===== config.mk =====
export PLATFORM = sky130hd
export DESIGN_NAME = board_input_conditioner
export DESIGN_NICKNAME = d
export VERILOG_FILES = /design/src/rtl/board_input_conditioner.sv
export SDC_FILE = /design/constraint.sdc
export NUM_CORES = 1
export LEC_CHECK = 0
export BUFFER_PORTS_ARGS = -buffer_cell sky130_fd_sc_hd__buf_2
export CAP_MARGIN = 20
export CORE_UTILIZATION = 34
export CTS_CLUSTER_SIZE = 8
export DETAILED_ROUTE_END_ITERATION = 10
export PLACE_DENSITY = 0.51
export SLEW_MARGIN = 15
export SYNTH_ARGS = -nofsm -noshare
export SYNTH_HDL_FRONTEND = slang
export SYNTH_SLANG_ARGS = --single-unit

===== constraint.sdc =====
create_clock -name CLOCK_50 -period 14.55 [get_ports CLOCK_50]
set_input_delay 2.91 -clock CLOCK_50 [delete_from_list [all_inputs] [get_ports CLOCK_50]]
set_output_delay 2.91 -clock CLOCK_50 [all_outputs]
set_load 0.02 [all_outputs]

===== src/rtl/board_input_conditioner.sv =====
// Board input conditioner: 2-FF synchronise, debounce and pack SW/KEY into GPIO_IN.
// Optional INPUT_KEY0_RESET_EN: debounced KEY[0] press also holds cpu_rst.
module board_input_conditioner #(
    parameter int DEBOUNCE_CYCLES = 50000
) (
    input  logic        CLOCK_50,
    input  logic        rst,
    input  logic [17:0] SW,
    input  logic [3:0]  KEY,
    output logic [31:0] GPIO_IN,
    output logic [3:0]  key_press,
    output logic        in_changed,
    output logic        cpu_rst
);

    localparam int NCH   = 22;
    localparam int CNT_W = $clog2(DEBOUNCE_CYCLES + 1);
    localparam logic [CNT_W-1:0] CNT_LAST = CNT_W'(DEBOUNCE_CYCLES - 1);

    if (DEBOUNCE_CYCLES < 1) begin : g_bad_param
        $error("DEBOUNCE_CYCLES must be at least 1");
    end

    logic [NCH-1:0]   raw;
    logic [NCH-1:0]   s1_d, s1_q;
    logic [NCH-1:0]   s2_d, s2_q;
    logic [NCH-1:0]   db_d, db_q;
    logic [CNT_W-1:0] cnt_d [NCH];
    logic [CNT_W-1:0] cnt_q [NCH];
    logic [3:0]       key_press_d, key_press_q;
    logic             in_changed_d, in_changed_q;
    logic             cpu_rst_d, cpu_rst_q;

    // Keys are inverted up front so every channel treats 1 as "asserted".
    assign raw = {~KEY, SW};

    always_comb begin
        s1_d = raw;
        s2_d = s1_q;
        db_d = db_q;
        for (int unsigned i = 0; i < NCH; i++) begin
            cnt_d[i] = '0;
            if (s2_q[i] != db_q[i]) begin
                if (cnt_q[i] == CNT_LAST) begin
                    db_d[i]  = s2_q[i];
                    cnt_d[i] = '0;
                end else begin
                    cnt_d[i] = cnt_q[i] + CNT_W'(1);
                end
            end
        end
    end

    // Strobes look at the next debounced value so they line up with GPIO_IN.
    always_comb begin
        key_press_d  = db_d[21:18] & ~db_q[21:18];
        in_changed_d = |(db_d ^ db_q);
`ifdef INPUT_KEY0_RESET_EN
        cpu_rst_d    = db_d[18];
`else
        cpu_rst_d    = 1'b0;
`endif
    end

    always_ff @(posedge CLOCK_50 or posedge rst) begin
        if (rst) begin
            s1_q         <= '0;
            s2_q         <= '0;
            db_q         <= '0;
            key_press_q  <= '0;
            in_changed_q <= 1'b0;
            cpu_rst_q    <= 1'b1;
            for (int unsigned i = 0; i < NCH; i++) begin
                cnt_q[i] <= '0;
            end
        end else begin
            s1_q         <= s1_d;
            s2_q         <= s2_d;
            db_q         <= db_d;
            key_press_q  <= key_press_d;
            in_changed_q <= in_changed_d;
            cpu_rst_q    <= cpu_rst_d;
            for (int unsigned i = 0; i < NCH; i++) begin
                cnt_q[i] <= cnt_d[i];
            end
        end
    end

    assign GPIO_IN    = {10'b0, db_q};
    assign key_press  = key_press_q;
    assign in_changed = in_changed_q;
    assign cpu_rst    = cpu_rst_q;

endmodule

==> run metrics, run 1 <==
Final ANT Viol Nets=0; PortBufs=slightly above 50; slowest CP cell=dfrtp_1; Synth Instances=about 1.8k; Most Used Layer, Global Route=met2; Netlist Area Pre-Place=19700 um^2; cts bufs inserted=59; vias per inst=4.69; count of cell types in the netlist=40; status=completed; Post-Layout Cell Count=2704; Seq cells post-synth=424; routability cong.=0.775; CTS tree=built; most common cell after layout, fill and taps aside=dfrtp_1; first-pass GRT wire length=62900 um; Worst Setup End Kind=output port; Setup violations, final=0; Die Ht=243 um; drt total wl=roughly 36000 um; Post-synth EDFFs=0; # diodes=0; drt pass-1 iters=4; Pwr Density=113 nW/um^2; register area share after synthesis=0.538; synth-to-layout area growth=13.2%; Buf/Inv on CP=1; met3 usage=0.0257; final worst path period share=0.288; critical path class=flip-flop to output port; Largest delay share family, worst path=flip-flops; crit-path max cell delay=roughly 0.42 ns; setup tns final=0 ns; drt initial violations=~550; Synth area leader=dfrtp_1; Leakage=9.78 nW; met1 usage=0.171; Slew HR=0.320; # rows=87; Final nets=1981; DP HPWL=around 23000 um; Initial Util=0.347; placed cell count=2626; Worst-path clk slew=around 0.05 ns; Ys Warns=0; fin crit period=approximately 4.2 ns; Post-CTS Resized=0; clock root cell=clkbuf_16; largest net degree at the start of global routing=185; Startpoint Class=flip-flop; DRC Markers=0; worst slew pin tran=1.02 ns; core area=56800 um^2; # clock sinks=424; Final Hold Vio Count=0; Post-synth ARST share=1.00; fmax=239 MHz; die width=243 um; total number of vias=between 10k and 15k; cells along the critical path=buf_2; share of cells above drive strength 1=0.111; initial antenna violation count=1; Mean Syn Cell Area=between 10 and 15 um^2; final max-slew violation count=0; min-delay worst type=flip-flop to flip-flop; Req. time, crit path=roughly 12 ns; IO Count=slightly above 60; Synth area leaders=dfrtp_1, xnor2_1, nor2_1; die area=between 50000 and 60000 um^2; critical path arrival=1.28 ns; maximum vdd drop=around 100 uV; Skew-Pair Late Insertion Delay=0.60 ns; top-area cell type share of the netlist area=0.537; number of global-route vias before repair=13.0k; ys flop type=dfrtp_1; Max Root-Sink Buffers=3; Overflow after GRT=0; GRT Util Overall=0.125; RSZ-0062 raised after global routing=no; DR WL/cell=13.2 um; largest fanout on the critical path=4; met2 global-route usage=0.197; post-CTS setup buffers=0; Max H-tree Level=2; Setup Skew=0.0197 ns; maxcap violations=0; CTS Hold Bufs=0; most frequent cells in the layout=dfrtp_1, nor2_1, xnor2_1
==> area by class of cell <==
type	instances	area (um^2)
inverters	35	135
fillers	5582	34500
well taps	756	946
flip-flops and latches	424	10600
clock buffers	74	1540
clock inverters	4	31.3
repair buffers	54	303
multi-input cells	1357	8740
==> report_power, final <==
group,internal [mW],total [mW],switching (mW)
registers,1.20,1.22,0.0178
clock network,0.725,1.21,0.489
logic,0.0213,0.0753,0.0540
==> logic make-up after synthesis <==
logic type | count (synthesis) | synth area share
compound gates | 11 | 0.00349
xor+xnor | 341 | 0.152
fa+ha+maj | 26 | 0.0165
buf+inv | 71 | 0.0201
flops | 424 | 0.538
mux | 22 | 0.0126
other cells | 1 | 0.000190
simple gates | 946 | 0.257
==> per-layer routing <==
metal  share of wire  wire, um  vias to the layer above
li1                -         -                     6317
met1            0.49     17400                     6180
met2            0.44     15800                      127
met3           0.038      1370                       66
met4           0.027       956                        0
met5               0         0                        -
==> cells in the mapped netlist (2+ instances only) <==
master    number
inv_1         35
dfrtp_1      423
xnor2_1      183
mux2_2        22
nor4_2         5
nor2_2         9
o22ai_1        8
nor3_1        39
and3_1        89
nor4_4        17
or2_2          5
nor4bb_1      29
or2_1          2
nor2_1       377
o21ai_0        2
ha_1          26
nand4_1       28
nand2_1       87
nand3_1      182
xor2_1       158
nor4_1         2
buf_6          2
and4bb_2       3
nand2_2        8
nand3_2       16
nor3_2         8
or3_1          6
and4b_1        2
nand2b_1       4
buf_4         29
nor4b_1       23
buf_2          5
==> registers in the layout, summed over array words and instances, names as in the netlist <==
name,count
key_press,4
s1_q,22
cpu_rst,1
s2_q,22
db_q,22
in_changed,1
cnt_q,352
==> per-stage QoR <==
| step | setup slack, ns | total power, mW | hold WS [ns] | utilization | cell area [um^2] |
|---|---|---|---|---|---|
| detailed placement | 9.70 | 1.32 | 0.335 | 0.365 | 20700 |
| floorplan | 5.92 | 1.30 | 0.331 | - | 19700 |
| finish | 10.36 | 2.51 | 0.341 | 0.393 | 22300 |
| global placement | 9.74 | 1.32 | 0.332 | 0.365 | 20700 |
| CTS | 10.32 | 2.57 | 0.342 | 0.393 | 22300 |
| global route | 10.10 | 2.63 | 0.352 | 0.393 | 22300 |
==> worst paths after layout <==
path                           start          to  slack (ns)  depth (start not counted)
hold reg to reg             s1_q[15]    s2_q[15]        0.34                          0
max in group asynchronous        rst   cnt_q[39]       10.42                          4
setup reg to reg           cnt_q[48]  in_changed       11.38                          9
setup / recovery             db_q[1]  GPIO_IN[1]       10.36                          1
hold / removal              s1_q[15]    s2_q[15]        0.34                          0
min in group asynchronous        rst  cnt_q[351]        2.54                          3
(Power assumes the default switching activity.)
==> run 2, diff against run 1 <==
Settings changed: ABC_AREA set to 1, PLACE_DENSITY 0.51 to 0.49.
Clock period 14.55 ns to 4.1 ns, I/O delays scaled along.
==> run 2 against run 1 <==
Against the previous run:
- the run now ends with design-rule violations left
- count of clock-buffer cells in the layout shrank 7
- clock power grew to 3.6 times the previous value
- final cell count grew 23%
- routed wire length grew 16%
==> run metrics, run 2 <==
fin crit period=2.21 ns; Seq cells post-synth=424 (unchanged); maximum vdd drop=302 uV (was 102 uV); Setup Skew=0.0106 ns (was 0.0197 ns); Final Hold Vio Count=0 (unchanged); Ys Warns=0 (unchanged); drt pass-1 iters=8 (was 4); min-delay worst type=primary input to async pin (was flip-flop to flip-flop); maxcap violations=0 (unchanged); slowest CP cell=dfrtp_1 (unchanged); critical path class=flip-flop to flip-flop (was flip-flop to output port); Post-synth EDFFs=0 (unchanged); routability cong.=0.811 (was 0.775); drt total wl=41200 um (was 35600 um); register area share after synthesis=0.520 (was 0.538); die width=247 um (was 243 um); crit-path max cell delay=0.37 ns (was 0.42 ns); cts bufs inserted=59 (unchanged); clock root cell=clkbuf_16 (unchanged); Commonest cells post-synth=nor2_1, dfrtp_1, nand2_1 (was dfrtp_1, nor2_1, xnor2_1); footprint of the multi-input gates=8500 um^2 (was 8740 um^2); vias per inst=4.70 (was 4.69); worst slew pin tran=0.706 ns (was 1.02 ns); Register Area=10600 um^2 (unchanged); die area=61000 um^2 (was 58900 um^2); most common cell after layout, fill and taps aside=nor2_1 (was dfrtp_1); final worst path period share=0.539; Initial Util=0.345 (was 0.347); Skew-Pair Late Insertion Delay=0.60 ns (about the same); placed cell areas=21600 um^2 (was 20700 um^2); max reg flops=352 (unchanged); Mean Syn Cell Area=8.40 um^2 (was 10.7 um^2); Worst-path clk slew=0.05 ns (about the same); status=complete, but fails checks (was completed); # rows=89 (was 87); Final ANT Viol Nets=0 (unchanged); Max Root-Sink Buffers=3 (unchanged); GRT Util Overall=0.141 (was 0.125); DRC Markers=8 (was 0); first-pass GRT wire length=72300 um (was 62900 um); Leakage=10.4 nW (was 9.78 nW); post-CTS setup buffers=0 (unchanged); critical path arrival=2.69 ns (was 1.28 ns); dominant cell by count in the synthesized netlist=nor2_1 (was dfrtp_1); cell mode on critical path=nand2_1; Post-Layout Inst Area=23200 um^2 (was 22300 um^2); Max H-tree Level=2 (unchanged); core area=59100 um^2 (was 56800 um^2); Slew HR=0.529 (was 0.320); DR WL/cell=12.4 um (was 13.2 um); Biggest register=cnt_q (unchanged); Startpoint Class=flip-flop (unchanged); synth-to-layout area growth=13.7% (was 13.2%); Die Ht=247 um (was 243 um); Final nets=2592 (was 1981); Synth area leaders=dfrtp_1, nor2_1, nand2_1 (was dfrtp_1, xnor2_1, nor2_1); largest fanout on the critical path=3 (was 4); Req. time, crit path=4.58 ns (was 11.64 ns); Netlist Area Pre-Place=20400 um^2 (was 19700 um^2); share of cells above drive strength 1=0.0942 (was 0.111); RSZ-0062 raised after global routing=no (unchanged); ys flop type=dfrtp_1 (unchanged); Setup violations, final=0 (unchanged); Worst Setup End Kind=flip-flop (was output port); number of global-route vias before repair=15.4k (was 13.0k); # diodes=0 (unchanged); # fillers=5940 (was 5582); drt initial violations=646 (was 552); Pwr Density=386 nW/um^2 (was 113 nW/um^2); count of cell types in the netlist=43 (was 40); final max-slew violation count=0 (unchanged); top-area cell type share of the netlist area=0.519 (was 0.537); # clock sinks=424 (unchanged); CTS Hold Bufs=0 (unchanged); placed cell count=3254 (was 2626); DP HPWL=28700 um (was 22800 um); total number of vias=15.6k (was 12.7k); Overflow after GRT=0 (unchanged); cells along the critical path=ha_1 > nand2_1 > nor2_2 > inv_2 > nor2_1 > nand4_1 > o21ai_0 > inv_1 > ha_1 > nand2_1 > nor2_1 > nand2_1 > inv_1 > nand2_1 > nor2_1 > nand2_1 (was buf_2); IO Count=62 (unchanged); setup tns final=0 ns (unchanged); Post-CTS Resized=0 (unchanged); fmax=453 MHz; Synth Instances=2430 (was 1842); Post-synth ARST share=1.00 (unchanged); most frequent cells in the layout=nor2_1, dfrtp_1, nand2_1 (was dfrtp_1, nor2_1, xnor2_1); failing checks=design-rule violations; largest net degree at the start of global routing=127 (was 185); PortBufs=51 (unchanged); CTS tree=built (unchanged); Layout Utilization=0.392 (was 0.393); Post-Layout Cell Count=3321 (was 2704); Synth area leader=dfrtp_1 (unchanged); initial antenna violation count=0 (was 1)
[run 2: changes by cell type after synthesis, sizes merged, moves of 24 or more]
cell    previous run  this run
nor2             386       480
xor2             158        62
nand3            198       151
a21oi              1       159
nand2             95       408
nor4bb            29         0
xnor2            183        23
nor4b             24         0
inv               35       324
nor3              47       107
and3              89        24
nand4             29        54
o21ai              2        71
[run 2: routing by layer]
metal,wire [um],up-vias,global-route usage
li1,-,8052,-
met3,1680,61,0.0273
met4,932,0,0.0468
met2,18800,186,0.229
met5,0,-,0
met1,19700,7318,0.189
[run 2: power by group]
| part | internal [mW] | switching [mW] |
|---|---|---|
| registers | 4.27 | 0.0456 |
| clock network | 2.62 | 1.72 |
| logic | 0.0887 | 0.224 |
| total | 6.98 | 1.99 |
[run 2: cell families (layout without fill, tap and decap cells)]
kind of cell / after synthesis / after routing / synth area share
other: 1 / 11 / 0.000184
AOI/OAI and AO/OA: 290 / 290 / 0.0794
muxes: 17 / 17 / 0.00920
adders and majority gates: 26 / 26 / 0.0159
DFF: 424 / 424 / 0.520
buffers and inverters: 339 / 447 / 0.0649
xor gates and xnor gates: 85 / 85 / 0.0365
and+or+nand+nor: 1248 / 1248 / 0.274
[run 2: worst max-delay path, delay by kind of cell (launching register included)]
family / cells / cell delay, ns
simple gates: 10 / 0.88
fa+ha+maj: 2 / 0.48
compound gates: 1 / 0.17
flops: 1 / 0.37
buf+inv: 3 / 0.19
[run 2: worst paths after layout]
path | startpoint | to | slack, ns | cells after the start
min in group CLOCK_50 | SW[17] | s1_q[17] | 0.33 | 1
hold reg to reg | s1_q[15] | s2_q[15] | 0.34 | 0
max in group asynchronous | rst | cnt_q[144] | 2.68 | 3
hold / removal | rst | cnt_q[223] | 0.30 | 2
setup reg to reg | cnt_q[32] | in_changed | 1.89 | 16
setup / recovery | cnt_q[32] | in_changed | 1.89 | 16
[run 2: final cells by class]
| class | instances | area share |
|---|---|---|
| tap | 773 | 0.0417 |
| timing repair buffer | 56 | 0.0142 |
| sequential | 424 | 0.457 |
| inverter | 324 | 0.0526 |
| clock buffer | 67 | 0.0676 |
| multi-input combinational | 1677 | 0.366 |
[run 2: metrics by stage]
stage | setup WS [ns] | power, mW | hold WS (ns)
final | 1.89 | 8.96 | 0.304
after global routing | 1.48 | 9.40 | 0.284
after CTS | 1.87 | 9.19 | 0.266
after detailed placement | 1.90 | 4.71 | 0.335
after global placement | 1.92 | 4.70 | 0.332
after floorplan | -2.44 | 4.62 | 0.331
